===== src/rtl/hazard_scoreboard_if.sv =====
`default_nettype none
// ============================================================================
// Module   : hazard_scoreboard_if
// Brief    : Issue-stage request, operand checks and hazard status bundle.
// Revision : 1.0
// ============================================================================
interface hazard_scoreboard_if #(
    parameter int NUM_REGS = 32,
    parameter int NUM_SRC  = 2,
    parameter int LAT_W    = 4
);
    localparam int c_ADDR_W = $clog2(NUM_REGS);

    logic                               iss_valid_i;
    logic                               iss_wr_en_i;
    logic [c_ADDR_W-1:0]                iss_rd_i;
    logic [LAT_W-1:0]                   iss_lat_i;
    logic [NUM_SRC-1:0]                 src_valid_i;
    logic [NUM_SRC-1:0][c_ADDR_W-1:0]   src_addr_i;
    logic                               flush_i;
    logic [NUM_SRC-1:0]                 src_busy_o;
    logic [NUM_SRC-1:0]                 src_fwd_o;
    logic                               stall_o;
    logic                               iss_accept_o;
    logic [c_ADDR_W:0]                  pending_o;

    modport master (
        output iss_valid_i, iss_wr_en_i, iss_rd_i, iss_lat_i,
               src_valid_i, src_addr_i, flush_i,
        input  src_busy_o, src_fwd_o, stall_o, iss_accept_o, pending_o
    );

    modport slave (
        input  iss_valid_i, iss_wr_en_i, iss_rd_i, iss_lat_i,
               src_valid_i, src_addr_i, flush_i,
        output src_busy_o, src_fwd_o, stall_o, iss_accept_o, pending_o
    );
endinterface
`default_nettype wire


===== src/rtl/hazard_scoreboard.sv =====
`default_nettype none
// ============================================================================
// Module   : hazard_scoreboard
// Brief    : Per-register latency countdown scoreboard for RAW/WAW issue gating.
// Revision : 1.0
// ============================================================================
module hazard_scoreboard #(
    parameter int NUM_REGS = 32,
    parameter int NUM_SRC  = 2,
    parameter int LAT_W    = 4
) (
    input  wire logic          clk,
    input  wire logic          rst_n,
    hazard_scoreboard_if.slave bus
);
    localparam int c_ADDR_W = $clog2(NUM_REGS);
    localparam int c_PEND_W = c_ADDR_W + 1;

    logic [LAT_W-1:0]    r_cnt     [1:NUM_REGS-1];
    logic [LAT_W-1:0]    w_cnt_nxt [1:NUM_REGS-1];
    logic [LAT_W-1:0]    w_cnt     [NUM_REGS];
    logic [c_PEND_W-1:0] r_pending;
    logic [c_PEND_W-1:0] w_pending_nxt;
    logic [LAT_W-1:0]    w_lat_eff;
    logic [NUM_SRC-1:0]  w_busy;
    logic [NUM_SRC-1:0]  w_fwd;
    logic                w_waw;
    logic                w_stall;
    logic                w_accept;
    logic                w_load;

    // x0 is viewed as permanently ready so every lookup can index uniformly
    always_comb begin
        w_cnt[0] = '0;
        for (int r = 1; r < NUM_REGS; r++) begin
            w_cnt[r] = r_cnt[r];
        end
    end

    assign w_lat_eff = (bus.iss_lat_i == '0) ? LAT_W'(1) : bus.iss_lat_i;

    always_comb begin
        w_busy = '0;
        w_fwd  = '0;
        for (int p = 0; p < NUM_SRC; p++) begin
            w_fwd[p]  = bus.src_valid_i[p] && (w_cnt[bus.src_addr_i[p]] == LAT_W'(1));
            w_busy[p] = bus.src_valid_i[p] && (w_cnt[bus.src_addr_i[p]] >= LAT_W'(2));
        end
    end

    // A new write must not retire before an older write to the same register
    assign w_waw    = bus.iss_wr_en_i && (bus.iss_rd_i != '0)
                      && (w_cnt[bus.iss_rd_i] >= w_lat_eff);
    assign w_stall  = bus.iss_valid_i && ((|w_busy) || w_waw);
    assign w_accept = bus.iss_valid_i && !w_stall;
    assign w_load   = w_accept && bus.iss_wr_en_i && (bus.iss_rd_i != '0);

    always_comb begin
        w_pending_nxt = '0;
        for (int r = 1; r < NUM_REGS; r++) begin
            if (bus.flush_i) begin
                w_cnt_nxt[r] = '0;
            end else if (w_load && (bus.iss_rd_i == c_ADDR_W'(r))) begin
                w_cnt_nxt[r] = w_lat_eff;
            end else if (r_cnt[r] != '0) begin
                w_cnt_nxt[r] = r_cnt[r] - LAT_W'(1);
            end else begin
                w_cnt_nxt[r] = '0;
            end
            if (w_cnt_nxt[r] != '0) begin
                w_pending_nxt = w_pending_nxt + c_PEND_W'(1);
            end
        end
    end

    always_ff @(posedge clk) begin
        if (!rst_n) begin
            for (int r = 1; r < NUM_REGS; r++) begin
                r_cnt[r] <= '0;
            end
            r_pending <= '0;
        end else begin
            for (int r = 1; r < NUM_REGS; r++) begin
                r_cnt[r] <= w_cnt_nxt[r];
            end
            r_pending <= w_pending_nxt;
        end
    end

    assign bus.src_busy_o   = w_busy;
    assign bus.src_fwd_o    = w_fwd;
    assign bus.stall_o      = w_stall;
    assign bus.iss_accept_o = w_accept;
    assign bus.pending_o    = r_pending;

endmodule
`default_nettype wire


===== src/flat_wrapper.sv =====
// flat-port wrapper written by rule: the top's interface ports become plain ports
module hazard_scoreboard_flat 
#(
    parameter int NUM_REGS = 32,
    parameter int NUM_SRC  = 2,
    parameter int LAT_W    = 4
)
  (clk, rst_n, bus_iss_valid_i, bus_iss_wr_en_i, bus_iss_rd_i, bus_iss_lat_i, bus_src_valid_i, bus_src_addr_i, bus_flush_i, bus_src_busy_o, bus_src_fwd_o, bus_stall_o, bus_iss_accept_o, bus_pending_o);
  hazard_scoreboard_if #(.NUM_REGS(NUM_REGS), .NUM_SRC(NUM_SRC), .LAT_W(LAT_W)) bus_i ();
  input  wire logic clk;
  input  wire logic rst_n;
  input wire logic [$bits(bus_i.iss_valid_i)-1:0] bus_iss_valid_i;
  input wire logic [$bits(bus_i.iss_wr_en_i)-1:0] bus_iss_wr_en_i;
  input wire logic [$bits(bus_i.iss_rd_i)-1:0] bus_iss_rd_i;
  input wire logic [$bits(bus_i.iss_lat_i)-1:0] bus_iss_lat_i;
  input wire logic [$bits(bus_i.src_valid_i)-1:0] bus_src_valid_i;
  input wire logic [$bits(bus_i.src_addr_i)-1:0] bus_src_addr_i;
  input wire logic [$bits(bus_i.flush_i)-1:0] bus_flush_i;
  output wire logic [$bits(bus_i.src_busy_o)-1:0] bus_src_busy_o;
  output wire logic [$bits(bus_i.src_fwd_o)-1:0] bus_src_fwd_o;
  output wire logic [$bits(bus_i.stall_o)-1:0] bus_stall_o;
  output wire logic [$bits(bus_i.iss_accept_o)-1:0] bus_iss_accept_o;
  output wire logic [$bits(bus_i.pending_o)-1:0] bus_pending_o;
  assign bus_i.iss_valid_i = bus_iss_valid_i;
  assign bus_i.iss_wr_en_i = bus_iss_wr_en_i;
  assign bus_i.iss_rd_i = bus_iss_rd_i;
  assign bus_i.iss_lat_i = bus_iss_lat_i;
  assign bus_i.src_valid_i = bus_src_valid_i;
  assign bus_i.src_addr_i = bus_src_addr_i;
  assign bus_i.flush_i = bus_flush_i;
  assign bus_src_busy_o = bus_i.src_busy_o;
  assign bus_src_fwd_o = bus_i.src_fwd_o;
  assign bus_stall_o = bus_i.stall_o;
  assign bus_iss_accept_o = bus_i.iss_accept_o;
  assign bus_pending_o = bus_i.pending_o;
  hazard_scoreboard #(.NUM_REGS(NUM_REGS), .NUM_SRC(NUM_SRC), .LAT_W(LAT_W)) u_core (.clk(clk), .rst_n(rst_n), .bus(bus_i));
endmodule

===== config.mk =====
export PLATFORM = sky130hd
export DESIGN_NAME = hazard_scoreboard_flat
export DESIGN_NICKNAME = d
export VERILOG_FILES = /design/src/rtl/hazard_scoreboard_if.sv /design/src/rtl/hazard_scoreboard.sv /design/src/flat_wrapper.sv
export SDC_FILE = /design/constraint.sdc
export NUM_CORES = 1
export LEC_CHECK = 0
export ABC_AREA = 1
export CAP_MARGIN = 5
export CORE_AREA = 4 4 263 240
export CTS_CLUSTER_DIAMETER = 120
export CTS_CLUSTER_SIZE = 16
export DETAILED_ROUTE_END_ITERATION = 6
export DIE_AREA = 0 0 267 244
export PLACE_DENSITY = 0.4
export SLEW_MARGIN = 10
export SYNTH_ARGS = -nofsm -noshare
export SYNTH_HDL_FRONTEND = slang
export SYNTH_SLANG_ARGS = --single-unit

===== constraint.sdc =====
create_clock -name clk -period 29.4 [get_ports clk]
set_input_delay 5.88 -clock clk [delete_from_list [all_inputs] [get_ports clk]]
set_output_delay 5.88 -clock clk [all_outputs]
set_load 0.02 [all_outputs]

Word level (Yosys, flattened, before mapping):

Memory sizes are Yosys's and may differ from the RTL's.
Cells that the tools add are included.

* memories: 1
* logic and storage cells: 411
* bits of input ports: 26
* bits in registers: 6
* RAM bits: 124

* order comparisons: 6
* mux-type cells: 167
* eq/ne operators: 33
* add/subtract/negate cells: 61
* reductions and logical operators: 108
* bitwise gates (word level): 34

Memory list
* u_core.r_cnt: depth 31, width 4, rd ports 31, clocked after memory_dff 0, wr ports 31, line hazard_scoreboard.sv:19 `logic [LAT_W-1:0] r_cnt [1:NUM_REGS-1];`

Operators by type and width (number)
* $mux W4: 131
* $reduce_bool A4 Y1: 62
* $mux W6: 30
* $add A6 B1 Y6 const B: 29
* $sub A4 B1 Y4 const B: 31
* $eq A5 B5 Y1 const B: 16
* $bmux W4 S5: 3
* $logic_and A1 B1 Y1: 41
* $eq A5 B4 Y1 const B: 8
* $or A1 B1 Y1: 31
* $eq A5 B3 Y1 const B: 4
* $ge A6 B6 Y1 const B: 3
* $not A5 Y6: 3
* $eq A5 B2 Y1 const B: 2
* $eq A4 B1 Y1 const B: 2
* $ge A4 B2 Y1 const B: 2
* $eq A5 B1 Y1 const B: 1
* $reduce_bool A5 Y1: 1
* $ge A4 B4 Y1: 1
* $logic_not A4 Y1: 1
* $mux W1: 3
* $add A1 B1 Y2 const B: 1
* $reduce_or A2 Y1: 1
* $logic_not A1 Y1: 1
* $logic_or A1 B1 Y1: 1

Longest topological paths before layout:

Gate-level depths: netlist (run 1).

* depth after elaboration: 78
* mapped depth: 119
* depth with buffers taken out: 118

Least setup slack after synthesis (run 1):

Ideal clock, no wire load.

* path type: input -> register
* from: input port bus_iss_rd_i[1]
* to: register u_core.r_pending[4], in the netlist u_core.bus.pending_o[4]
* data arrival time: 22.257 ns
* stages on the path: 117
* setup time: 0.115 ns
* path slack: 7.028 ns
* path through: clkbuf_1 nand2_1 clkbuf_1 buf_1 o22ai_1 o21ai_0 o2111ai_1 nor2_1 a31oi_1 ha_1 a21boi_0 o21a_1 o21a_1 o21ai_2 nand4_4 nor2_8 nand2_4 buf_6 [... 81 more ...] nand2_1 nand2_2 ha_1 nand2_1 nand2_2 ha_1 o21ai_1 inv_1 ha_1 nand2_1 o21a_1 inv_1 ha_1 nand2_1 nor2_1 nand2_1 o21ai_1 nor2_1

* longest elaborated chain between the ends: 77
* elaborated cells between the ends (all ways): 230
* those cells by class: add/sub: 30; order compare: 1; eq/ne: 31; mux: 96; bitwise: 1; reduce/logical: 71

Ends and longest elaborated chain
* start, declared: line flat_wrapper.sv:14 `input wire logic [$bits(bus_i.iss_rd_i)-1:0] bus_iss_rd_i;`
* $not A5 Y6 (implied by the code): line hazard_scoreboard.sv:53 `&& (w_cnt[bus.iss_rd_i] >= w_lat_eff);`
* $bmux W4 S5: line hazard_scoreboard.sv:53
* $mux W4 (implied by the code) (2 in series): line hazard_scoreboard.sv:53
* $ge A4 B4 Y1: line hazard_scoreboard.sv:53
* $logic_and A1 B1 Y1: line hazard_scoreboard.sv:53
* $logic_or A1 B1 Y1: line hazard_scoreboard.sv:54 `assign w_stall = bus.iss_valid_i && ((|w_busy) || w_waw);`
* $logic_and A1 B1 Y1: line hazard_scoreboard.sv:54
* $logic_not A1 Y1: line hazard_scoreboard.sv:55 `assign w_accept = bus.iss_valid_i && !w_stall;`
* [... 60 more ...]
* $add A6 B1 Y6: line hazard_scoreboard.sv:71 `w_pending_nxt = w_pending_nxt + c_PEND_W'(1);`
* $mux W6: line hazard_scoreboard.sv:70 `if (w_cnt_nxt[r] != '0) begin`
* $add A6 B1 Y6: line hazard_scoreboard.sv:71
* $mux W6: line hazard_scoreboard.sv:70
* $add A6 B1 Y6: line hazard_scoreboard.sv:71
* $mux W6: line hazard_scoreboard.sv:70
* $add A6 B1 Y6: line hazard_scoreboard.sv:71
* $mux W6 (*): line hazard_scoreboard.sv:70
* end signal, assigned: line hazard_scoreboard.sv:86 `r_pending <= w_pending_nxt;`
* end, declared: line hazard_scoreboard.sv:22 `logic [c_PEND_W-1:0] r_pending;`

Every way passes the cells marked *; elsewhere a longest branch is shown, timed or not. The select of a mux whose other input is x is not followed.
A chain may end at the register's enable or synchronous reset.

Final worst setup path (run 1):

* from: input port bus_iss_rd_i[0]
* to: register u_core.r_pending[4], in the netlist u_core.bus.pending_o[4]

The elaborated chain is that of the path after synthesis.

==> tab_implementation.tex, run 1 <==
\begin{tabular}{lr}
\hline
Metric & Value \\
\hline
\multicolumn{2}{l}{\textbf{Floorplan}} \\
Initial cell density of the core & 24.73\% \\
DIE WIDTH & 267 µm \\
Number of placement rows & 86 \\
Core ar. & 0.06047 mm² \\
I/O pin count & 38 \\
Die Area & 0.06515 mm² \\
Die Ht & 244 µm \\
\multicolumn{2}{l}{\textbf{Finish}} \\
Post-synthesis to final-layout area growth & 11.48\% \\
Final design utilization & 27.57\% \\
Nets & 2599 \\
Share of final-layout standard cells stronger than drive strength 1 & 11.77\% \\
Post-route insts no fill & 3283 \\
\multicolumn{2}{l}{\textbf{Logic synthesis}} \\
Sequential element share of the synthesized area & 17.40\% \\
Netlist Area Pre-Place & 0.01496 mm² \\
Synthesized-area fraction occupied by ao, oa, aoi and oai cells & 17.32\% \\
Number of flip-flops and latches in the synthesized netlist & 130 \\
Share of synthesized flip-flops with an asynchronous set or reset & 0\% \\
Multiplexer area fraction after synthesis & 0\% \\
Syn\_nets & 2592 \\
Post-synth top flop & dfxtp\_1 \\
Combinational family with the most area after synthesis & simple AND/OR/NAND/NOR gates \\
Unique cell type count in the Yosys netlist & 60 \\
Synthesized-area fraction occupied by xor and xnor cells & 1.991\% \\
Post-synthesis adder-cell area fraction & 8.031\% \\
Number of flops mapped to enable cells by yosys & 0 \\
Warnings, synthesis & 0 \\
Synthesized area divided by synthesized cell count & 6.055 µm² \\
Basic-gate share of the synthesized area counting and, or, nand and nor cells & 42.86\% \\
Cells after synthesis & 2470 \\
\multicolumn{2}{l}{\textbf{Timing}} \\
Final hold viol count & 0 \\
Worst max-slew margin expressed relative to the limit & 34.56\% \\
Transition time at the pin with the least slew margin & 981.6 ps \\
Final worst clock skew & 16.89 ps \\
Unrepaired setup endpoints after global routing & false \\
Final slew viol count & 0 \\
Final critical-path setup slack & 4466 ps \\
Max Clock Freq & 0.04011 GHz \\
Final setup TNS & 0 ps \\
Total of endpoints with negative setup slack in the final report & 0 \\
Final worst path period share & 84.81\% \\
Min cycle time layout & 24930 ps \\
\multicolumn{2}{l}{\textbf{Detailed routing}} \\
Final Routed Wirelength & 59.19 mm \\
Vias after detailed routing & 16110 \\
1st-pass router iterations & 6 \\
Remaining design rule violation count & 0 \\
Detailed-route wire length per cell & 18.03 µm \\
Final antenna-violating net count & 0 \\
Vias/cell & 4.908 \\
Starting DRT DRC Count & 1470 \\
\multicolumn{2}{l}{\textbf{Placed design}} \\
Placement Setup Slack & 4004 ps \\
DP Wirelength & 45.29 mm \\
Global placement routability congestion & 0.9202 \\
DP Cell Count & 3250 \\
Port-buffer cells & 37 \\
\multicolumn{2}{l}{\textbf{Clock tree}} \\
Max Buffers Root-to-Sink & 2 \\
Cells resized by post-CTS repair & 0 \\
Clock root buffer master & clkbuf\_16 \\
Insertion delay to the later sink of the worst-skew pair & 480 ps \\
Sinks on the clock net & 130 \\
Clock slew at reported path FFs & 60 ps \\
Number of setup buffers added after CTS & 0 \\
Number of buffers inserted during clock tree synthesis & 17 \\
Clock tree from TritonCTS & yes \\
Htree depth & 4 \\
CTS Hold Buffers Added & 0 \\
\multicolumn{2}{l}{\textbf{Critical path}} \\
Setup Crit Path Kind & in2reg \\
Cell class contributing the biggest share of worst-path delay & adder cells \\
Critical register-to-register path endpoint & u\_core.bus.pending\_o[4] \\
Worst setup SP type & primary input \\
Register-to-Register Path Depth & 113 \\
Required time at the worst-slack endpoint & 29760 ps \\
Nature of the critical path endpoint & register \\
Most frequent cell on the critical path & nand2\_1 \\
Data arrival time of the critical path & 25290 ps \\
Delay contributed by the slowest stage of the critical path & 840 ps \\
FF-to-FF Start & u\_core.r\_cnt[0][60] \\
Critical Path Stages & 115 \\
Register-to-register setup slack & 11290 ps \\
Count of buffer and inverter cells on the critical path & 9 \\
Cell at the slowest stage of the critical path & clkinv\_1 \\
Critical Path Fanout Max & 26 \\
\multicolumn{2}{l}{\textbf{GRT}} \\
Wire length of the first global-routing pass & 90.88 mm \\
Gr ovfl total & 0 \\
Vias in the first global route & 15280 \\
Number of antenna violations at the first check in global routing & 2 \\
Largest net degree at the start of global routing & 85 \\
Tot GR Track Use & 18.04\% \\
\multicolumn{2}{l}{\textbf{Hold path}} \\
Worst hold path startpoint & u\_core.r\_cnt[0][80] \\
Count of cells along the worst hold path & 3 \\
Worst min-delay path class & reg2reg \\
Hold Path Sink & u\_core.r\_cnt[0][80] \\
\multicolumn{2}{l}{\textbf{Power and ir drop}} \\
Leakage power total & 0.007852 µW \\
Maximum vdd drop & 0.06685 mV \\
Power density over the cells & 131.6 mW/mm² \\
\multicolumn{2}{l}{\textbf{Run status}} \\
Result of the run & complete, no violations \\
\multicolumn{2}{l}{\textbf{Run}} \\
Max-cap violations & 0 \\
\hline
\end{tabular}
==> cells in the final DEF, fill, tap and decap left out, types with 47 or more instances in the layout <==
cell      count
o21ai_0     125
a21oi_1     100
nor2_1      292
dfxtp_1     130
nand3_1     234
ha_1         96
nand2_2     113
inv_1       374
o22ai_1      47
nand2_1     519
o211ai_1     74
nand3_2      58
==> registers in the layout, indices dropped and copies added, names as in the netlist <==
signal and flops:
u_core.r_cnt 124, u_core.bus.pending_o 6
==> worst reg2reg max path: cells and delay by family (launching register included) <==
kind / cells / cell delay, ps
DFF: 1 / 370
and+or+nand+nor: 62 / 5920
buffers and inverters: 8 / 730
adders and majority gates: 30 / 8640
AOI/OAI and AO/OA: 13 / 2350
==> layer usage <==
metal	vias to the layer above	track usage (%)	share of wire, %
met2	474	27.35	42
met5	-	0	0.015
met1	7433	25.89	49
met4	2	4.583	2.0
li1	8139	-	-
met3	65	3.934	7.3
==> synth_stat cells, types with 10 or more instances <==
library cell	count	area, µm²
o21ai_0	125	625.6
inv_1	374	1404
ha_1	96	1201
nand2_1	519	1948
o221ai_1	11	96.34
nand3_2	58	580.6
nand3_1	234	1171
dfxtp_1	130	2603
a21oi_1	100	500.5
nor2_2	10	62.56
nor2_1	292	1096
nor2_4	10	112.6
nor3_1	13	65.06
o22ai_1	47	294.0
nand2_4	13	146.4
inv_2	18	67.56
nand4_1	31	193.9
clkbuf_1	38	142.6
a31oi_1	15	93.84
o211ai_1	74	555.5
nand2_2	113	706.9
xor2_1	25	219.0
==> worst max-delay path by stage <==
| stage | startpoint | to | slack (ps) |
|---|---|---|---|
| CTS | bus_iss_rd_i[0] | u_core.bus.pending_o[4] | 4440 |
| detailed placement | bus_iss_rd_i[0] | u_core.bus.pending_o[4] | 4000 |
| floorplan | bus_iss_rd_i[1] | u_core.bus.pending_o[4] | 7030 |
| global placement | bus_iss_rd_i[0] | u_core.bus.pending_o[4] | 4440 |
| finish | bus_iss_rd_i[0] | u_core.bus.pending_o[4] | 4470 |
| global route | bus_iss_rd_i[0] | u_core.bus.pending_o[4] | 2700 |
==> final cells by class <==
type                    instances  area (µm²)
inverters                     397        1499
flip-flops and latches        130        2603
fillers                      6758       43800
well taps                     792       991.0
clock buffers                  25       495.5
clock inverters                 7       97.59
repair buffers                 53       485.5
multi-input cells            1878       10500
diodes                          1       2.502
==> per-stage QoR <==
| stage | hold slack (ps) | instance area (µm²) | power, µW |
|---|---|---|---|
| 2_1_floorplan | 558.3 | 14960 | 1665 |
| 3_3_place_gp | 589.6 | 16080 | 1965 |
| 3_5_place_dp | 601.8 | 16080 | 1992 |
| 6_report | 609.2 | 16670 | 2195 |
| 5_1_grt | 684.9 | 16670 | 2508 |
| 4_1_cts | 614.3 | 16670 | 2229 |
==> cell families (layout without fill, tap and decap cells) <==
kind of cell	Yosys count	count (layout)
AND/OR/NAND/NOR	1321	1321
buffers and inverters	462	482
AO/OA/AOI/OAI	427	427
flip-flops	130	130
adder cells (fa/ha/maj)	96	96
XOR/XNOR	34	34
other	0	1
==> power by group <==
group | internal [µW] | switching [µW] | leakage (µW)
clock | 134 | 88.2 | 0.000284
combinational | 583 | 1180 | 0.00652
sequential | 196 | 15.8 | 0.00105
total | 913 | 1280 | 0.00785
(Power assumes the default switching activity.)
==> inputs of run 2 (changes only) <==
- clock period: 29.4 -> 26.2 ns (I/O delays scaled with it)
==> tab_implementation.tex, run 2 (synthesized netlist as in run 1, its figures left out) <==
\begin{tabular}{lr}
\hline
Metric & Value \\
\hline
\multicolumn{2}{l}{\textbf{GRT}} \\
Largest net degree at the start of global routing & 85 \\
Gr ovfl total & 0 \\
Wire length of the first global-routing pass & 90.40 mm \\
Number of antenna violations at the first check in global routing & 2 \\
Tot GR Track Use & 17.97\% \\
Vias in the first global route & 15140 \\
\multicolumn{2}{l}{\textbf{Critical path}} \\
Critical Path Fanout Max & 26 \\
Cell class contributing the biggest share of worst-path delay & adder cells \\
Data arrival time of the critical path & 24770 ps \\
Setup Crit Path Kind & in2reg \\
Register-to-register setup slack & 7940 ps \\
Count of buffer and inverter cells on the critical path & 11 \\
Nature of the critical path endpoint & register \\
Cell at the slowest stage of the critical path & clkinv\_1 \\
Worst setup SP type & primary input \\
Register-to-Register Path Depth & 112 \\
Delay contributed by the slowest stage of the critical path & 890 ps \\
Required time at the worst-slack endpoint & 26560 ps \\
FF-to-FF Start & u\_core.r\_cnt[0][60] \\
Most frequent cell on the critical path & nand2\_1 \\
Critical register-to-register path endpoint & u\_core.bus.pending\_o[4] \\
\multicolumn{2}{l}{\textbf{Power and ir drop}} \\
Switching Fraction & 58.69\% \\
Int Power & 1017 µW \\
Maximum vdd drop & 0.1098 mV \\
Leakage power total & 0.007847 µW \\
Power density over the cells & 147.8 mW/mm² \\
Portion of total power attributed to sequential cells & 9.6\% \\
Sw power & 1445 µW \\
Comb power frac & 80.5\% \\
Fraction of power consumed by the clock network & 9.9\% \\
\multicolumn{2}{l}{\textbf{Timing}} \\
Worst max-slew margin expressed relative to the limit & 30.23\% \\
Final hold viol count & 0 \\
Final critical-path setup slack & 1793 ps \\
Max Clock Freq & 0.04097 GHz \\
Final worst path period share & 93.16\% \\
Unrepaired setup endpoints after global routing & false \\
Final setup TNS & 0 ps \\
Final worst clock skew & 12.48 ps \\
Final slew viol count & 0 \\
Total of endpoints with negative setup slack in the final report & 0 \\
Min cycle time layout & 24410 ps \\
Transition time at the pin with the least slew margin & 1044 ps \\
\multicolumn{2}{l}{\textbf{Floorplan}} \\
Core ar. & 0.06047 mm² \\
Die Area & 0.06515 mm² \\
Number of placement rows & 86 \\
I/O pin count & 38 \\
DIE WIDTH & 267 µm \\
Die Ht & 244 µm \\
Initial cell density of the core & 24.73\% \\
\multicolumn{2}{l}{\textbf{Detailed routing}} \\
Final Routed Wirelength & 59.31 mm \\
1st-pass router iterations & 6 \\
Remaining design rule violation count & 0 \\
Vias/cell & 4.924 \\
Final antenna-violating net count & 0 \\
Vias after detailed routing & 16170 \\
Starting DRT DRC Count & 1383 \\
Detailed-route wire length per cell & 18.06 µm \\
\multicolumn{2}{l}{\textbf{Placed design}} \\
Global placement routability congestion & 0.9493 \\
Port-buffer cells & 37 \\
DP Wirelength & 45.79 mm \\
Placement Setup Slack & 1451 ps \\
\multicolumn{2}{l}{\textbf{Hold path}} \\
Worst min-delay path class & reg2reg \\
Count of cells along the worst hold path & 3 \\
Worst hold path startpoint & u\_core.r\_cnt[0][80] \\
Hold Path Sink & u\_core.r\_cnt[0][80] \\
\multicolumn{2}{l}{\textbf{Clock tree}} \\
Insertion delay to the later sink of the worst-skew pair & 480 ps \\
Sinks on the clock net & 130 \\
Cells resized by post-CTS repair & 0 \\
Htree depth & 4 \\
CTS Hold Buffers Added & 0 \\
Clock slew at reported path FFs & 60 ps \\
Clock root buffer master & clkbuf\_16 \\
Number of setup buffers added after CTS & 0 \\
Clock tree from TritonCTS & yes \\
Number of buffers inserted during clock tree synthesis & 17 \\
Max Buffers Root-to-Sink & 2 \\
\multicolumn{2}{l}{\textbf{Run status}} \\
Result of the run & complete, no violations \\
\multicolumn{2}{l}{\textbf{Finish}} \\
Final antenna diode count & 0 \\
Top library cells by usage in the layout, fill and taps aside & 519 x nand2\_1, 374 x inv\_1, 292 x nor2\_1 \\
Post-synthesis to final-layout area growth & 11.39\% \\
Most common library cell in the layout ignoring fill and taps & nand2\_1 \\
Max reg flops & 124 \\
Reg with most FFs & u\_core.r\_cnt \\
Nets & 2600 \\
Share of final-layout standard cells stronger than drive strength 1 & 11.76\% \\
\multicolumn{2}{l}{\textbf{Run}} \\
Max-cap violations & 0 \\
\hline
\end{tabular}
[run 2: worst register-to-register path: cells and delay by family, from the launching register on]
family          cells  cell delay, ps
flops               1             370
fa+ha+maj          30            8720
simple gates       61            5830
compound gates     13            2490
buf+inv             8             770
[run 2: power groups by stage]
stage               combinational, µW  clock (µW)  sequential (µW)
CTS                              2010         251              237
global route                     2310         258              239
global placement                 1970           0              242
detailed placement               1990           0              241
finish                           1980         244              237
floorplan                        1630           0              237
[run 2: worst max path at each step]
stage | start | end | slack [ps] | depth (start not counted)
floorplan | bus_iss_rd_i[1] | u_core.bus.pending_o[4] | 4470 | 117
global placement | bus_iss_rd_i[0] | u_core.bus.pending_o[4] | 1860 | 116
detailed placement | bus_iss_rd_i[0] | u_core.bus.pending_o[4] | 1450 | 115
CTS | bus_iss_rd_i[0] | u_core.bus.pending_o[4] | 1870 | 117
global route | bus_iss_rd_i[0] | u_core.bus.pending_o[4] | 170 | 118
finish | bus_iss_rd_i[0] | u_core.bus.pending_o[4] | 1790 | 117
[run 2: stage by stage]
step                total power, µW  hold slack (ps)  utilization, %  cells  cell area (µm²)
floorplan                      1869            558.3               -   2470            14960
CTS                            2494            604.5           27.55   3283            16660
global route                   2805            657.9           27.55   3283            16660
detailed placement             2233            592.3           26.60   3251            16080
global placement               2208            589.5           26.60   3251            16080
finish                         2463            604.7           27.55   3283            16660
[run 2: layout make-up]
class / instances / area [µm²]
timing repair buffer: 54 / 493.0
fill: 6801 / 43810
sequential: 130 / 2603
clock inverter: 8 / 102.6
multi-input combinational: 1878 / 10500
tap: 792 / 991.0
inverter: 397 / 1499
clock buffer: 24 / 471.7
[run 2: per-layer routing]
layer	share of wire [%]	global-route usage [%]	wire length, µm
met3	6.2	4.064	3655
met1	50	25.55	29550
met2	42	27.22	24730
met4	2.3	5.002	1338
met5	0.040	0	24
